**src/rtl/raifes_wb_unit.sv**
```systemverilog
// rtl/raifes_wb_unit.sv - writeback stage: selects ALU/CSR/PC+4 results and completes loads
// Loads park in WAIT_LOAD for the bus response; a flushed load drains its pending response.
module raifes_wb_unit (
    input  logic        clk,
    input  logic        nreset,
    input  logic        ex_valid,
    output logic        ex_ready,
    input  logic        ex_wen,
    input  logic [4:0]  ex_rd,
    input  logic [1:0]  ex_wb_sel,
    input  logic [31:0] ex_alu_out,
    input  logic [31:0] ex_csr_rdata,
    input  logic [31:0] ex_pc,
    input  logic [2:0]  ex_mem_type,
    input  logic        dmem_rvalid,
    input  logic [31:0] dmem_rdata,
    input  logic        dmem_error,
    input  logic        flush,
    output logic        rf_wen,
    output logic [4:0]  rf_waddr,
    output logic [31:0] rf_wdata,
    output logic        load_fault,
    output logic        load_misaligned,
    output logic        busy
);

    typedef enum logic [1:0] {IDLE, WAIT_LOAD, DRAIN} state_t;

    state_t      state_q;
    logic        rf_wen_q;
    logic [4:0]  rf_waddr_q;
    logic [31:0] rf_wdata_q;
    logic        load_fault_q;
    logic        load_misaligned_q;
    logic [4:0]  ld_rd_q;
    logic        ld_wen_q;
    logic [2:0]  ld_type_q;
    logic [1:0]  ld_off_q;

    logic        accept;
    logic        ex_misaligned;
    logic [31:0] ex_result;
    logic [31:0] load_data;
    logic [7:0]  load_byte;
    logic [15:0] load_half;

    assign ex_ready = (state_q == IDLE);
    assign busy     = (state_q != IDLE);
    assign accept   = ex_valid && ex_ready && !flush;

    always_comb begin
        ex_misaligned = 1'b0;
        case (ex_mem_type)
            3'd1, 3'd5: ex_misaligned = ex_alu_out[0];
            3'd2:       ex_misaligned = (ex_alu_out[1:0] != 2'd0);
            default:    ex_misaligned = 1'b0;
        endcase
    end

    always_comb begin
        ex_result = ex_alu_out;
        case (ex_wb_sel)
            2'd2:    ex_result = ex_csr_rdata;
            2'd3:    ex_result = ex_pc + 32'd4;
            default: ex_result = ex_alu_out;
        endcase
    end

    always_comb begin
        load_byte = dmem_rdata[7:0];
        case (ld_off_q)
            2'd1:    load_byte = dmem_rdata[15:8];
            2'd2:    load_byte = dmem_rdata[23:16];
            2'd3:    load_byte = dmem_rdata[31:24];
            default: load_byte = dmem_rdata[7:0];
        endcase
        load_half = ld_off_q[1] ? dmem_rdata[31:16] : dmem_rdata[15:0];
        load_data = dmem_rdata;
        case (ld_type_q)
            3'd0:    load_data = {{24{load_byte[7]}}, load_byte};
            3'd1:    load_data = {{16{load_half[15]}}, load_half};
            3'd4:    load_data = {24'd0, load_byte};
            3'd5:    load_data = {16'd0, load_half};
            default: load_data = dmem_rdata;
        endcase
    end

    always_ff @(posedge clk) begin
        if (!nreset) begin
            state_q           <= IDLE;
            rf_wen_q          <= 1'b0;
            rf_waddr_q        <= 5'd0;
            rf_wdata_q        <= 32'd0;
            load_fault_q      <= 1'b0;
            load_misaligned_q <= 1'b0;
            ld_rd_q           <= 5'd0;
            ld_wen_q          <= 1'b0;
            ld_type_q         <= 3'd0;
            ld_off_q          <= 2'd0;
        end else begin
            rf_wen_q          <= 1'b0;
            load_fault_q      <= 1'b0;
            load_misaligned_q <= 1'b0;
            case (state_q)
                IDLE: begin
                    if (accept) begin
                        if (ex_wb_sel == 2'd1) begin
                            if (ex_misaligned) begin
                                load_misaligned_q <= 1'b1;
                            end else begin
                                ld_rd_q   <= ex_rd;
                                ld_wen_q  <= ex_wen && (ex_rd != 5'd0);
                                ld_type_q <= ex_mem_type;
                                ld_off_q  <= ex_alu_out[1:0];
                                state_q   <= WAIT_LOAD;
                            end
                        end else begin
                            rf_wen_q   <= ex_wen && (ex_rd != 5'd0);
                            rf_waddr_q <= ex_rd;
                            rf_wdata_q <= ex_result;
                        end
                    end
                end
                WAIT_LOAD: begin
                    // A flush racing the response wins: the response belongs to a killed instruction.
                    if (dmem_rvalid) begin
                        state_q <= IDLE;
                        if (!flush) begin
                            if (dmem_error) begin
                                load_fault_q <= 1'b1;
                            end else begin
                                rf_wen_q   <= ld_wen_q;
                                rf_waddr_q <= ld_rd_q;
                                rf_wdata_q <= load_data;
                            end
                        end
                    end else if (flush) begin
                        state_q <= DRAIN;
                    end
                end
                DRAIN: begin
                    if (dmem_rvalid) begin
                        state_q <= IDLE;
                    end
                end
                default: state_q <= IDLE;
            endcase
        end
    end

    assign rf_wen          = rf_wen_q;
    assign rf_waddr        = rf_waddr_q;
    assign rf_wdata        = rf_wdata_q;
    assign load_fault      = load_fault_q;
    assign load_misaligned = load_misaligned_q;

endmodule

```
**config.mk**
```make
export PLATFORM = sky130hd
export DESIGN_NAME = raifes_wb_unit
export DESIGN_NICKNAME = d
export VERILOG_FILES = /design/src/rtl/raifes_wb_unit.sv
export SDC_FILE = /design/constraint.sdc
export NUM_CORES = 1
export LEC_CHECK = 0
export ABC_CLOCK_PERIOD_IN_PS = 3050
export CORE_ASPECT_RATIO = 0.7
export CORE_UTILIZATION = 45
export CTS_CLUSTER_SIZE = 20
export DETAILED_ROUTE_END_ITERATION = 7
export PLACE_DENSITY_LB_ADDON = 0.1
export RECOVER_POWER = 100
export SLEW_MARGIN = 20
export SYNTH_ARGS = -nofsm -noshare
export SYNTH_HDL_FRONTEND = slang
export SYNTH_SLANG_ARGS = --single-unit
export TNS_END_PERCENT = 30
```
**constraint.sdc**
```tcl
create_clock -name clk -period 3.05 [get_ports clk]
set_clock_uncertainty 0.05 [all_clocks]
set_input_delay 0.305 -clock clk [delete_from_list [all_inputs] [get_ports clk]]
set_output_delay 0.305 -clock clk [all_outputs]
set_load 0.1 [all_outputs]
```
==> impl_metrics.toml <==
[cts]
clockBufferDepth = 2
root_buffer = "clkbuf_16"
cts_setup_buffers = 0
path_clk_slew_ns = 0.07
cts-hold-fix-buffers = 0
cts_resized = 0
cts_tree = "yes"
clk_latency_ns = 0.30
cts_buffers = 5
cts_sinks = 53
htree_levels = 2

[synthesis]
synthArstFlopShare_pct = 0
synth_nets = 651
synth_most_common_cell = "nand2_1"
ys_seq_elements = 53
synth_top_area_cell = "dfxtp_1"
yosys-top-cells-area = "dfxtp_1 (28%), nand2_1 (5.6%), a21oi_1 (5.2%)"
yosysSeqAreaShare_pct = 27.6
synth_top_area_share_pct = 27.6
synth_common_cells = "nand2_1 (57), dfxtp_1 (53), a21oi_1 (40), o21ai_0 (40), nand3_1 (30)"
synth.distinct_cells = 56
ys.flop_type = "dfxtp_1"
synth_enable_flop_cells = 0
netlist_instances = 505
ys_warn_count = 0
syn_area_um2 = 3850
syn_avg_cell_area_um2 = 7.62

[worst_hold_path]
min_from = "rf_wdata[5]"
min_to = "rf_wdata[5]"
hold_depth = 2
hp-class = "register to register"

[finish]
syn2layout_area_growth_pct = 47.6
n_fill_cell = 663
nNetsFinal = 817
drive_gt1_share_pct = 4.77
antenna_cells = 0

[grt]
antenna_found_initial = 0
overflow = 0
grt_max_degree = 31
grt_pass1_wl_um = 23600
grt_pass1_vias = 4442
grtUsageTotal_pct = 34.4

[status]
outcome = "finished, final reports clean"

[critical_path]
r2r.worst_path.cells = 7
end_kind = "register"
rrSetupSlack_ns = 0.52
timing.rr.end = "rf_wdata[18]"
cp.arrival_ns = 2.85
cpMaxStageDelayCell = "dlygate4sd3_1"
path_class = "input port to register"
max_stage_delay_ns = 0.63
crit_chain = "dlygate4sd3_1 -> nor4b_1 -> buf_4 -> o21ai_1 -> nand2_2 -> nand2_1 -> nor2_1 -> a32o_1"
required_ns = 3.18
critPathMaxFanout = 17
r2r_start = "state_q[1]"
critPathLaunchType = "input port"

[route]
via_count = 4819
vias_per_cell = 6.24
drtIter0Drc = 627
drc_errors = 0
ant_nets = 0
routed_wl_um = 15700
first_pass_iters = 6
routedWlPerCell_um = 20.3

[die]
die_y_um = 79.4
start_util_pct = 47.7
core-area_um2 = 8070
fp-row-count = 27
ios = 187
dieArea_um2 = 8930
die_width_um = 113

[pwr]
p_per_area_nw_per_um2 = 376
vdd_drop_max_v = 0.000213
power.leakage_nw = 2.06

[sta]
post-route-period-util_pct = 89.2
tightest_slew_ns = 1.23
setup_violations = 0
rsz0062_at_grt = "false"
hold_viol = 0
timing.fmax_mhz = 368
hold_ws_ns = 0.420
fin_crit_ns = 2.72
max_slew_margin_pct = 18.6
maxSlewViolCount = 0
setup-tns-final_ns = 0

[place]
io_buffer_count = 186
routabilityCongestion = 0.976
hpwlAfterDp_um = 12400

[job]
cap_violations = 0
==> state kept, by name, indices dropped and copies added (netlist names) <==
register,cells
ld_rd_q,5
rf_wdata,32
rf_waddr,5
rf_wen,1
state_q,2
load_fault,1
ld_type_q,3
ld_wen_q,1
load_misaligned,1
ld_off_q,2
==> power breakdown <==
| part | leakage [nW] | total (mW) | internal (mW) | switching [mW] |
|---|---|---|---|---|
| clock | 0.0803 | 0.658 | 0.387 | 0.272 |
| combinational | 1.55 | 0.727 | 0.281 | 0.446 |
| sequential | 0.432 | 0.747 | 0.723 | 0.0241 |
==> kinds of logic after synthesis <==
logic type | Yosys count | share of synthesized area (%)
compound gates | 168 | 30.1
xor+xnor | 28 | 6.37
fa+ha+maj | 1 | 0.325
buf+inv | 51 | 5.85
flops | 53 | 27.6
mux | 20 | 5.30
simple gates | 184 | 24.5
==> how the worst max path moves through the flow <==
stage	cells past startpoint	endpoint	slack [ns]	start
final	8	rf_wdata[18]	0.33	flush
after detailed placement	8	rf_wdata[22]	0.35	ex_pc[2]
after CTS	8	rf_wdata[22]	0.65	ex_pc[2]
after global routing	8	rf_wdata[0]	0.23	flush
after floorplan	2	busy	0.15	state_q[1]
after global placement	6	rf_wdata[17]	0.39	ex_pc[10]
==> critical path, delay by kind of cell <==
| family | cells | cell delay [ns] |
|---|---|---|
| AOI/OAI and AO/OA | 2 | 0.68 |
| buffers and inverters | 2 | 0.79 |
| and+or+nand+nor | 4 | 1.07 |
==> per-layer routing <==
layer  GRT usage [%]  wire length, µm  vias up
li1                -                -     2217
met1            46.9             6670     2233
met2            54.3             6800      342
met3            9.62             1960       27
met4            6.80              229        0
met5               0                0        -
==> stage by stage <==
stage | setup WS [ns] | instances | area (µm²) | utilization [%] | power (mW)
2_1_floorplan | 0.150 | 505 | 3850 | - | 1.16
3_3_place_gp | 0.387 | 765 | 5680 | 70.3 | 1.49
3_5_place_dp | 0.354 | 765 | 5680 | 70.3 | 1.50
4_1_cts | 0.654 | 772 | 5840 | 72.4 | 2.15
5_1_grt | 0.226 | 772 | 5680 | 70.3 | 2.20
6_report | 0.330 | 772 | 5680 | 70.3 | 2.13
==> cells in the final DEF, fill, tap and decap left out, types with 2 or more instances in the layout <==
cell type / n
o22ai_1: 3
inv_1: 9
dlygate4sd3_1: 7
clkdlybuf4s50_1: 142
mux2i_1: 17
and3_1: 3
nor4_1: 5
and2_1: 2
nor3b_1: 2
nand4_1: 12
nor2b_1: 19
a211oi_1: 12
a32o_1: 4
a221oi_1: 16
a222oi_1: 3
clkbuf_1: 38
o21ai_0: 40
nand2b_1: 4
xnor2_1: 22
nand2_1: 58
a221o_1: 13
clkbuf_16: 5
nor4_2: 2
xor2_1: 6
a22o_1: 4
nor3_1: 15
dfxtp_1: 53
a22oi_1: 4
nand3_1: 30
o31ai_1: 8
a21oi_1: 40
mux2_2: 3
o211a_1: 5
a21o_1: 5
nor2_1: 23
buf_4: 12
==> area by class of cell <==
type                    instances  area [µm²]  share of cell area (%)
clock buffers                   5         125                    2.20
well taps                     101         126                    2.23
flip-flops and latches         53        1060                    18.7
clock inverters                 2        38.8                   0.683
repair buffers                201        1750                    30.8
multi-input cells             401        2540                    44.8
inverters                       9        33.8                   0.595
Power figures use the tool's default switching activity.
